===== src/rtl/mem_arb_pkg.sv =====
// Shared types and defaults for the main-memory arbiter between the
// I-cache and D-cache miss engines.
package mem_arb_pkg;

    localparam int DEF_ADDR_W = 32;
    localparam int DEF_LINE_W = 128;
    localparam int CNT_W      = 4;

    typedef enum logic [1:0] {
        IDLE    = 2'd0,
        BUSY_IC = 2'd1,
        BUSY_DC = 2'd2,
        RESP    = 2'd3
    } arb_state_t;

    typedef enum logic {
        GNT_IC = 1'b0,
        GNT_DC = 1'b1
    } grant_t;

    // Two-way round-robin choice: a lone requester always wins; on a
    // conflict the side that did not win last time is chosen.
    function automatic grant_t rr_pick(input logic req_ic, input logic req_dc,
                                       input grant_t last);
        grant_t pick;
        if (req_ic && req_dc) begin
            pick = (last == GNT_IC) ? GNT_DC : GNT_IC;
        end else if (req_dc) begin
            pick = GNT_DC;
        end else begin
            pick = GNT_IC;
        end
        return pick;
    endfunction

endpackage


===== src/rtl/arb_rr2.sv =====
// Two-way round-robin picker with its own last-grant register. Kept as a
// separate block so further memory clients can reuse it.
module arb_rr2 import mem_arb_pkg::*; (
    input  logic   clk,
    input  logic   reset,
    input  logic   req_ic,
    input  logic   req_dc,
    input  logic   commit,
    output logic   valid,
    output grant_t grant
);

    grant_t last_grant_reg;

    assign valid = req_ic | req_dc;
    assign grant = rr_pick(req_ic, req_dc, last_grant_reg);

    // Remember the winner whenever the owner actually accepts a grant.
    always_ff @(posedge clk) begin
        if (reset) begin
            last_grant_reg <= GNT_IC;
        end else if (commit && valid) begin
            last_grant_reg <= grant;
        end
    end

endmodule


===== src/rtl/mem_arbiter.sv =====
// Main-memory arbiter: serialises I-cache fills and D-cache fills or
// writebacks onto one fixed-latency memory port, returns fill data to the
// winner and produces the two pipeline stall lines.
module mem_arbiter import mem_arb_pkg::*; #(
    parameter int ADDR_W      = DEF_ADDR_W,
    parameter int LINE_W      = DEF_LINE_W,
    parameter int MEM_LATENCY = 4
) (
    input  logic              clk,
    input  logic              reset,
    input  logic              ic_req,
    input  logic [ADDR_W-1:0] ic_addr,
    output logic              ic_ready,
    output logic [LINE_W-1:0] ic_rdata,
    input  logic              dc_req,
    input  logic              dc_we,
    input  logic [ADDR_W-1:0] dc_addr,
    input  logic [LINE_W-1:0] dc_wdata,
    output logic              dc_ready,
    output logic [LINE_W-1:0] dc_rdata,
    output logic              mem_req,
    output logic              mem_we,
    output logic [ADDR_W-1:0] mem_addr,
    output logic [LINE_W-1:0] mem_wdata,
    input  logic [LINE_W-1:0] mem_rdata,
    output logic              block_pipe_instr_cache,
    output logic              block_pipe_data_cache
);

    // Final count value of a BUSY phase; MEM_LATENCY is limited to 1..15 so
    // the 4-bit counter never wraps.
    localparam logic [CNT_W-1:0] LAST_CNT = CNT_W'(MEM_LATENCY - 1);
    localparam logic [CNT_W-1:0] CNT_ONE  = CNT_W'(1);

    arb_state_t        state_reg;
    logic [CNT_W-1:0]  count_reg;
    logic              mem_req_reg;
    logic              mem_we_reg;
    logic [ADDR_W-1:0] mem_addr_reg;
    logic [LINE_W-1:0] mem_wdata_reg;
    logic              ic_ready_reg;
    logic              dc_ready_reg;
    logic [LINE_W-1:0] ic_rdata_reg;
    logic [LINE_W-1:0] dc_rdata_reg;

    logic   any_req;
    grant_t pick;
    logic   in_idle;

    // Requests are only looked at while the port is idle; RESP is skipped
    // so a requester has one cycle to withdraw after its ready pulse.
    assign in_idle = (state_reg == IDLE);

    arb_rr2 u_rr (
        .clk    (clk),
        .reset  (reset),
        .req_ic (ic_req),
        .req_dc (dc_req),
        .commit (in_idle),
        .valid  (any_req),
        .grant  (pick)
    );

    // Access sequencer: grant, hold the memory port for MEM_LATENCY cycles,
    // capture fill data, then pulse ready for one cycle.
    always_ff @(posedge clk) begin
        if (reset) begin
            state_reg     <= IDLE;
            count_reg     <= '0;
            mem_req_reg   <= 1'b0;
            mem_we_reg    <= 1'b0;
            mem_addr_reg  <= '0;
            mem_wdata_reg <= '0;
            ic_ready_reg  <= 1'b0;
            dc_ready_reg  <= 1'b0;
            ic_rdata_reg  <= '0;
            dc_rdata_reg  <= '0;
        end else begin
            ic_ready_reg <= 1'b0;
            dc_ready_reg <= 1'b0;
            case (state_reg)
                IDLE: begin
                    if (any_req) begin
                        mem_req_reg <= 1'b1;
                        count_reg   <= '0;
                        if (pick == GNT_DC) begin
                            state_reg     <= BUSY_DC;
                            mem_we_reg    <= dc_we;
                            mem_addr_reg  <= dc_addr;
                            mem_wdata_reg <= dc_wdata;
                        end else begin
                            state_reg    <= BUSY_IC;
                            mem_we_reg   <= 1'b0;
                            mem_addr_reg <= ic_addr;
                        end
                    end
                end
                BUSY_IC, BUSY_DC: begin
                    if (count_reg == LAST_CNT) begin
                        count_reg   <= '0;
                        mem_req_reg <= 1'b0;
                        mem_we_reg  <= 1'b0;
                        state_reg   <= RESP;
                        if (state_reg == BUSY_IC) begin
                            ic_rdata_reg <= mem_rdata;
                            ic_ready_reg <= 1'b1;
                        end else begin
                            // Writebacks leave the previous fill data visible.
                            if (!mem_we_reg) begin
                                dc_rdata_reg <= mem_rdata;
                            end
                            dc_ready_reg <= 1'b1;
                        end
                    end else begin
                        count_reg <= count_reg + CNT_ONE;
                    end
                end
                RESP: begin
                    state_reg <= IDLE;
                end
                default: begin
                    state_reg <= IDLE;
                end
            endcase
        end
    end

    assign mem_req   = mem_req_reg;
    assign mem_we    = mem_we_reg;
    assign mem_addr  = mem_addr_reg;
    assign mem_wdata = mem_wdata_reg;
    assign ic_ready  = ic_ready_reg;
    assign dc_ready  = dc_ready_reg;
    assign ic_rdata  = ic_rdata_reg;
    assign dc_rdata  = dc_rdata_reg;

    // Stall each pipeline side while its request is outstanding and not
    // being completed this cycle (index 0 = I-side, 1 = D-side).
    logic [1:0] req_vec;
    logic [1:0] ready_vec;
    logic [1:0] stall_vec;

    assign req_vec   = {dc_req, ic_req};
    assign ready_vec = {dc_ready_reg, ic_ready_reg};

    for (genvar gi = 0; gi < 2; gi++) begin : g_stall
        assign stall_vec[gi] = req_vec[gi] & ~ready_vec[gi];
    end

    assign block_pipe_instr_cache = stall_vec[0];
    assign block_pipe_data_cache  = stall_vec[1];

endmodule


===== config.mk =====
export PLATFORM = sky130hd
export DESIGN_NAME = mem_arbiter
export DESIGN_NICKNAME = d
export VERILOG_FILES = /design/src/rtl/mem_arb_pkg.sv /design/src/rtl/arb_rr2.sv /design/src/rtl/mem_arbiter.sv
export SDC_FILE = /design/constraint.sdc
export NUM_CORES = 1
export LEC_CHECK = 0
export ABC_CLOCK_PERIOD_IN_PS = 2750
export BUFFER_PORTS_ARGS = -buffer_cell sky130_fd_sc_hd__buf_2
export CORE_AREA = 4 4 290 292
export DETAILED_ROUTE_END_ITERATION = 7
export DIE_AREA = 0 0 294 296
export PLACE_DENSITY = 0.5
export SETUP_SLACK_MARGIN = 0.4
export SLEW_MARGIN = 20
export SYNTH_ARGS = -nofsm -noshare
export SYNTH_HDL_FRONTEND = slang
export SYNTH_SLANG_ARGS = --single-unit
export TNS_END_PERCENT = 100

===== constraint.sdc =====
create_clock -name clk -period 2.75 [get_ports clk]
set_clock_uncertainty 0.15 [all_clocks]
set_input_delay 0.55 -clock clk [delete_from_list [all_inputs] [get_ports clk]]
set_output_delay 0.55 -clock clk [all_outputs]
set_load 0.02 [all_outputs]

==> results of run 1 <==
==> kinds of logic (layout without fill, tap and decap cells) <==
kind of cell / after synthesis / after routing / share of synthesized area [%]
adder cells (fa/ha/maj): 4 / 4 / 0.331
AND/OR/NAND/NOR: 828 / 829 / 20.9
AO/OA/AOI/OAI: 433 / 433 / 15.1
other: 0 / 5 / 0
buffers and inverters: 149 / 895 / 4.96
flip-flops: 427 / 427 / 56.5
multiplexers: 34 / 34 / 2.25
==> report_power, final <==
| group | internal (mW) | switching (mW) | leakage (nW) |
|---|---|---|---|
| logic | 1.32 | 2.47 | 5.34 |
| registers | 6.71 | 0.250 | 3.47 |
| clock network | 3.76 | 2.67 | 0.787 |
| total | 11.8 | 5.39 | 9.59 |
==> cells in the final DEF, fill, tap and decap left out, drive strengths merged, types with 2 or more instances in the layout <==
cell type,Yosys,routed
or4,2,3
nor2,37,37
nor4,2,2
clkbuf,62,70
clkinv,0,11
o21a,2,2
or3b,2,2
a21boi,2,2
diode,0,5
a21oi,389,389
buf,82,784
ha,4,4
mux2i,34,34
nand3,2,2
nor2b,2,2
clkinvlp,0,2
o21ai,2,2
inv,5,7
dfxtp,427,427
or3,2,2
a211oi,33,33
nand2,774,774
nor3,2,2
dlygate4sd3,0,19
==> metrics by stage <==
| stage | instance area, µm² | util [%] | setup WS, ns |
|---|---|---|---|
| 4_1_cts | 21900 | 26.8 | 0.401 |
| 3_3_place_gp | 20000 | 24.5 | 0.370 |
| 3_5_place_dp | 20000 | 24.5 | 0.324 |
| 6_report | 21900 | 26.9 | 0.525 |
| 5_1_grt | 21900 | 26.9 | 0.364 |
| 2_1_floorplan | 15100 | - | 0.806 |
==> routing by layer <==
metal | global-route usage, % | wire length, µm | vias to the layer above
li1 | - | - | 7538
met1 | 16.1 | 25800 | 6789
met2 | 21.6 | 28200 | 539
met3 | 4.52 | 5400 | 86
met4 | 3.49 | 1470 | 2
met5 | 0 | 18 | -
==> what timing repair did <==
| action | CTS | global route |
|---|---|---|
| hold buffers | 19 | 0 |
| buffers inserted | 4 | 1 |
| pin swaps | 2 | 1 |
| gates resized for setup | 8 | 4 |
| hold endpoints to repair | 19 | 0 |
| gates cloned | 2 | 0 |
| endpoints found under the setup margin | 180 | 177 |
==> path summary, 6_finish.rpt <==
| check | from | end | slack, ns | cells after the start |
|---|---|---|---|---|
| worst max-delay path | state_reg[1] | dc_rdata[47] | 0.53 | 6 |
| worst min register to register | dc_rdata[88] | dc_rdata[88] | 0.30 | 2 |
| worst min-delay path | dc_wdata[92] | mem_wdata[92] | 0.06 | 3 |
| worst max register to register | state_reg[1] | dc_rdata[47] | 0.53 | 6 |
==> worst max-delay path, delay by kind of cell, from the launching register on <==
| family | cells | cell delay (ns) |
|---|---|---|
| and+or+nand+nor | 3 | 1.16 |
| adders and majority gates | 1 | 0.30 |
| DFF | 1 | 0.33 |
| AOI/OAI and AO/OA | 1 | 0.07 |
| buffers and inverters | 1 | 0.09 |
==> layout make-up <==
class	count	area, µm²
well taps	1070	1340
inverters	5	18.8
diodes	5	12.5
repair buffers	804	4500
multi-input cells	1300	5920
clock buffers	70	1460
clock inverters	16	129
fillers	9026	59700
flip-flops and latches	427	8550
==> metrics, run 1 <==
CP Max Fanout=14; via count=15000; post-route DRC violation count=0; DIE AREA=87000 µm²; Max rail drop VDD=0.000507 V; Synth Register Bits=427; syn nets=2204; Distinct cells, synth=34; Slew @ Worst Pin=0.681 ns; max-cap viol count=0; drt via density=4.04; final hold violation count=0; synth top area cells=dfxtp_1 (57%), nand2_1 (19%), a21oi_1 (13%); Slowest-stage cell, CP=or4_2; Placer Congestion=0.804; initial antenna violation count=7; Avg Cell Area, Syn=8.07 µm²; total CTS buffers=49; CP peak stage delay=0.90 ns; status=completed; WHS=0.0633 ns; top-area cell type share of the netlist area=56.5%; initial drt markers=492; final net count=2916; Congestion Overflow GR=0; count leader, synth=nand2_1; Synth warnings=0; synthesis-to-finish area growth=44.9%; first-pass GRT wire length=88900 µm; gr usage total=13.0%; Max clock buf depth=3; Fmax=0.449 GHz; # IOs=747; Clock Latency Late Sink=0.58 ns; clock root buffer=clkbuf_16; Die Y=296 µm; non-filler instance count after layout=3697; H-tree Lvls=2; DP HPWL=43600 µm; Worst EP arrival=2.52 ns; hold crit path type=input pin to flip-flop; core area=81600 µm²; Period minus WS final=2.22 ns; largest net degree at the start of global routing=86; top cells by count, synth=nand2_1 (774), dfxtp_1 (427), a21oi_1 (389); PD cells=784 nW/µm²; post-synth top area cell=dfxtp_1; Post-synth top flop=dfxtp_1; DR WL/cell=16.5 µm; Post-Syn Area=15100 µm²; final wirelength=60800 µm; Initial Util=18.5%; CP Capture Type=flip-flop; 1st-pass router iterations=4; placed cell count=3580; Seq/Total Area, Yosys=56.5%; Worst-path clk slew=0.06 ns; CTS tree=built; number of flops mapped to enable cells by yosys=0; vias in the first global route=14500; final period utilization=80.9%; relative slew slack=54.6%; Cell Chain, Critical Path=inv_1 > ha_4 > nand2_4 > or4_2 > nand2_1 > a21oi_1; row cnt=105; LEAKAGE=9.59 nW; Worst Setup Start Kind=flip-flop; RSZ-0062 raised after global routing=yes; Final ANT Viol Nets=0; asr flop ratio synth=0%; WS Path Type=flip-flop to flip-flop; Tot Pwr=17.2 mW; Num Clock Sinks=427; Final Setup Violations=0; chip width=294 µm; total negative slack=0 ns; layout cells sized above 1=33.6%; fin. max-slew vios=0; port bufs=746; synthesized instance count=1875; Crit path required time=3.05 ns
(Power assumes the default switching activity.)
==> run 2: changes to the inputs <==
--- a/config.mk
+++ b/config.mk
@@ -5,7 +5,7 @@
 export SDC_FILE = /design/constraint.sdc
 export NUM_CORES = 1
 export LEC_CHECK = 0
-export ABC_CLOCK_PERIOD_IN_PS = 2750
+export ABC_CLOCK_PERIOD_IN_PS = 2050
 export BUFFER_PORTS_ARGS = -buffer_cell sky130_fd_sc_hd__buf_2
 export CORE_AREA = 4 4 290 292
 export DETAILED_ROUTE_END_ITERATION = 7
==> constraint.sdc (replaced) <==
create_clock -name clk -period 2.05 [get_ports clk]
set_clock_uncertainty 0.15 [all_clocks]
set_input_delay 0.41 -clock clk [delete_from_list [all_inputs] [get_ports clk]]
set_output_delay 0.41 -clock clk [all_outputs]
set_load 0.02 [all_outputs]
==> run 2 against run 1 <==
Count of clock-buffer cells in the layout grew 6. Die area is the same. First-iteration DRC count grew 17%. Maximum frequency grew 8.9%. Via count grew 11%. Clock power grew 47%. Worst setup slack lost 0.52 ns.
==> metrics, run 2 (synthesis results as in run 1) <==
H-tree Lvls=2; core area=81600 µm²; max-cap viol count=0; Worst-path clk slew=0.06 ns; largest net degree at the start of global routing=101; CP Capture Type=flip-flop; final net count=3254; # IOs=747; Final Setup Violations=0; Max rail drop VDD=0.000705 V; Period minus WS final=2.04 ns; GRT busiest layer=met2; relative slew slack=63.0%; PD cells=932 nW/µm²; chip width=294 µm; Slew @ Worst Pin=0.549 ns; most frequent cells in the layout=buf_2 (745), nand2_1 (702), dfxtp_1 (425); initial drt markers=578; DP HPWL=46000 µm; final hold violation count=0; status=completed; final period utilization=99.7%; Multi-input gate area=6490 µm²; WHS=0.0290 ns; row cnt=105; Worst Setup Start Kind=flip-flop; CTS tree=built; total CTS buffers=50; synthesis-to-finish area growth=74.2%; via count=16600; hold crit path type=input pin to flip-flop; Antenna diodes=0; Reg area=8550 µm²; WS Path Type=flip-flop to flip-flop; final wirelength=68900 µm; DIE AREA=87000 µm²; RSZ-0062 raised after global routing=yes; GR Util met1=16.4%; # fillers=8557; gr usage total=13.7%; leading cell type in the layout, fill and taps excluded=buf_2; Initial Util=18.5%; GRT met2 Usage=23.5%; Max clock buf depth=3; Worst EP arrival=2.35 ns; clock root buffer=clkbuf_16; port bufs=746; fin. max-slew vios=0; Reg2Reg Setup Slack=0.006 ns; DR WL/cell=17.1 µm; first-pass GRT wire length=94300 µm; layout cells sized above 1=36.0%; LEAKAGE=11.5 nW; Die Y=296 µm; post-route DRC violation count=0; drt via density=4.11; M3 GR Usage=3.39%; Fmax=0.489 GHz; Crit path required time=2.35 ns; Final ANT Viol Nets=0; Congestion Overflow GR=0; Clock Latency Late Sink=0.58 ns; vias in the first global route=16200; Num Clock Sinks=427; Placer Congestion=0.784; 1st-pass router iterations=5; final setup margin=0.00636 ns; dpl ws=-0.00655 ns; initial antenna violation count=2; CP Max Fanout=8
-- run 2: cell count changes in the layout (fill, tap and decap cells not counted), moves of 3 or more --
cell,change
buf_6,+11
a21oi_1,-37
nand2_1,-69
nand2_4,+48
dlygate4sd3_1,+268
buf_4,+31
nand2_2,+21
buf_12,+10
a21oi_2,+37
bufinv_16,+4
buf_16,+5
clkbuf_8,+3
clkbuf_16,+14
diode_2,-5
-- run 2: report_power, final --
part | switching, mW | total (mW) | internal [mW]
Combinational | 3.50 | 5.77 | 2.27
Sequential | 0.355 | 9.37 | 9.01
Clock | 3.65 | 9.42 | 5.76
-- run 2: final timing paths --
| kind | startpoint | endpoint | cells past startpoint |
|---|---|---|---|
| setup / recovery | state_reg[1] | ic_rdata[38] | 8 |
| hold / removal | mem_rdata[2] | dc_rdata[2] | 3 |
| setup reg to reg | state_reg[1] | ic_rdata[38] | 8 |
| hold reg to reg | dc_rdata[5] | dc_rdata[5] | 2 |
-- run 2: critical path, cell delays in order, from the launching register on --
cell and delay, ns:
dfxtp_2 0.35, inv_4 0.05, ha_4 0.27, nand2_4 0.07, or3_4 0.50, buf_12 0.19
clkbuf_16 0.18, nand2_2 0.07, a21oi_1 0.06
-- run 2: repair_timing --
action	CTS	global route
buffers inserted	7	9
pin swaps	3	82
setup endpoints to repair	688	762
hold buffers	287	0
cloned	3	19
gates resized for setup	11	180
endpoints found under the hold margin	401	0
-- run 2: area by class of cell --
type                       instances  share of cell area, %
sequential                       427                   32.5
timing repair buffer            1142                   31.1
multi-input combinational       1299                   24.6
clock buffer                      76                   5.81
tap                             1070                   5.08
clock inverter                    16                  0.874
inverter                           5                 0.0807
-- run 2: through the flow --
step | utilization (%) | TNS, ns | power, mW | std cells | instance area, µm²
5_1_grt | 32.3 | -2.08 | 25.8 | 4035 | 26400
3_3_place_gp | 25.0 | 0 | 14.7 | 3618 | 20400
4_1_cts | 30.9 | 0 | 24.7 | 4007 | 25200
6_report | 32.3 | 0 | 24.6 | 4035 | 26400
2_1_floorplan | - | 0 | 12.6 | 1875 | 15200
3_5_place_dp | 25.0 | -0.00655 | 14.7 | 3618 | 20400
-- run 2: metal layers --
| metal | up-vias | share of wire (%) |
|---|---|---|
| li1 | 8231 | - |
| met1 | 7698 | 42 |
| met2 | 549 | 48 |
| met3 | 119 | 6.6 |
| met4 | 2 | 3.3 |
| met5 | - | 0.019 |
==> run 3: changes to the inputs <==
--- a/config.mk
+++ b/config.mk
@@ -5,7 +5,7 @@
 export SDC_FILE = /design/constraint.sdc
 export NUM_CORES = 1
 export LEC_CHECK = 0
-export ABC_CLOCK_PERIOD_IN_PS = 2050
+export ABC_CLOCK_PERIOD_IN_PS = 2000
 export BUFFER_PORTS_ARGS = -buffer_cell sky130_fd_sc_hd__buf_2
 export CORE_AREA = 4 4 290 292
 export DETAILED_ROUTE_END_ITERATION = 7
==> constraint.sdc (replaced) <==
create_clock -name clk -period 2 [get_ports clk]
set_clock_uncertainty 0.15 [all_clocks]
set_input_delay 0.4 -clock clk [delete_from_list [all_inputs] [get_ports clk]]
set_output_delay 0.4 -clock clk [all_outputs]
set_load 0.02 [all_outputs]
==> run 3 against run 2 <==
The flow now finishes with violations (setup timing). Register-to-register slack got worse by 0.02 ns. Wire length fell by 6.3%. Critical endpoint is now ic_rdata[33]. Final cell count is 0.30% lower. Utilization is 1.3 points lower. Critical path type unchanged. Largest cell class unchanged.
==> metrics, run 3 (synthesis results as in run 1) <==
DIE AREA=87000 µm²; Placer Congestion=0.803; PD cells=970 nW/µm²; Critical R2R Launch=state_reg[0]; Worst Setup Start Kind=flip-flop; Die Y=296 µm; RSZ-0062 raised after global routing=yes; DR WL/cell=16.0 µm; total negative slack=-0.0212 ns; core area=81600 µm²; layout cells sized above 1=32.0%; Slew @ Worst Pin=0.597 ns; Crit path required time=2.29 ns; Final Setup Violations=6; CP Max Fanout=43; failing checks=setup timing; Max clock buf depth=3; final wirelength=64600 µm; hold wc startpoint=ic_addr[28]; drt via density=4.06; synthesis-to-finish area growth=67.2%; design area=25300 µm²; total CTS buffers=49; # IOs=747; status=finished, violations left; first-pass GRT wire length=91600 µm; Fmax=0.498 GHz; chip width=294 µm; gr usage total=13.1%; Max rail drop VDD=0.000791 V; via count=16300; Initial Util=18.5%; Final ANT Viol Nets=0; Met2 Routed Length=30600 µm; CP Capture Type=flip-flop; row cnt=105; vias in the first global route=15900; # fillers=8648; WS Path Type=flip-flop to flip-flop; final setup margin=-0.00882 ns; Clock Latency Late Sink=0.57 ns; Worst-path clk slew=0.06 ns; met3 WL post-DR=4830 µm; 1st-pass router iterations=6; final hold violation count=0; final net count=3244; largest net degree at the start of global routing=113; hold crit path type=input pin to flip-flop; port bufs=746; max-cap viol count=0; Num Clock Sinks=427; clock root buffer=clkbuf_16; H-tree Lvls=2; relative slew slack=60.2%; fin. max-slew vios=0; final period utilization=100%; Worst EP arrival=2.30 ns; met1 WL=26900 µm; Top Layer Used=met4; WHS=0.0544 ns; DP HPWL=45300 µm; Period minus WS final=2.01 ns; initial antenna violation count=1; post-route DRC violation count=0; Antenna diodes=0; CTS tree=built; most frequent cells in the layout=nand2_1 (771), buf_2 (745), dfxtp_1 (425); LEAKAGE=11.1 nW; Critical Path Start=state_reg[0]; Congestion Overflow GR=0; DP Area=20400 µm²; leading cell type in the layout, fill and taps excluded=nand2_1; initial drt markers=747
-- run 3: changes by cell type in the layout (fill, tap and decap cells not counted), sizes merged --
cell,before,now
clkinvlp,1,3
buf,842,840
clkbuf,89,82
clkinv,10,7
bufinv,5,2
inv,5,6
-- run 3: final cells by class --
cell class,count,area (µm²),area share [%]
inverter,5,18.8,0.0742
timing repair buffer,1133,7820,30.9
clock inverter,13,126,0.500
multi-input combinational,1299,5950,23.5
clock buffer,76,1490,5.89
sequential,427,8550,33.8
tap,1070,1340,5.29
-- run 3: what timing repair did --
item / 4_1_cts / 5_1_grt
hold buffers: 287 / 0
resized for setup: 4 / 14
pin swaps: 0 / 4
hold endpoints to repair: 411 / 0
gates cloned: 0 / 9
setup endpoints to repair: 819 / 847
setup buffers: 0 / 9
-- run 3: routing by layer --
| layer | GRT usage, % | vias to the layer above |
|---|---|---|
| li1 | - | 8174 |
| met1 | 15.6 | 7411 |
| met2 | 22.5 | 612 |
| met3 | 3.74 | 126 |
| met4 | 5.06 | 0 |
| met5 | 0 | - |
-- run 3: worst paths after layout --
kind	endpoint	slack [ns]	cells past startpoint
worst max-delay path	ic_rdata[33]	-0.009	7
worst min-delay path	mem_addr[28]	0.05	3
worst max register to register	ic_rdata[33]	-0.009	7
worst min register to register	dc_rdata[118]	0.30	2
-- run 3: stage by stage --
step / setup WS, ns / utilization [%] / cells / power, mW
after floorplan: 0.205 / - / 1875 / 13.0
after global placement: -0.00162 / 25.1 / 3629 / 15.2
after detailed placement: -0.0348 / 25.1 / 3629 / 15.2
after CTS: 0.0158 / 30.6 / 4005 / 24.8
after global routing: -0.0874 / 31.0 / 4023 / 25.8
final: -0.00882 / 31.0 / 4023 / 24.5
-- run 3: power breakdown --
part	internal, mW	total, mW	switching, mW
logic	2.32	5.92	3.60
clock network	5.36	9.00	3.64
registers	9.24	9.61	0.372
total	16.9	24.5	7.61
-- run 3: critical path, stage by stage (launching register included) --
cell and delay (ns):
dfxtp_2 0.35, inv_2 0.06, ha_4 0.29, nand2_8 0.07, or3_4 0.50, buf_12 0.22, nand2_1 0.11, a21oi_1 0.06
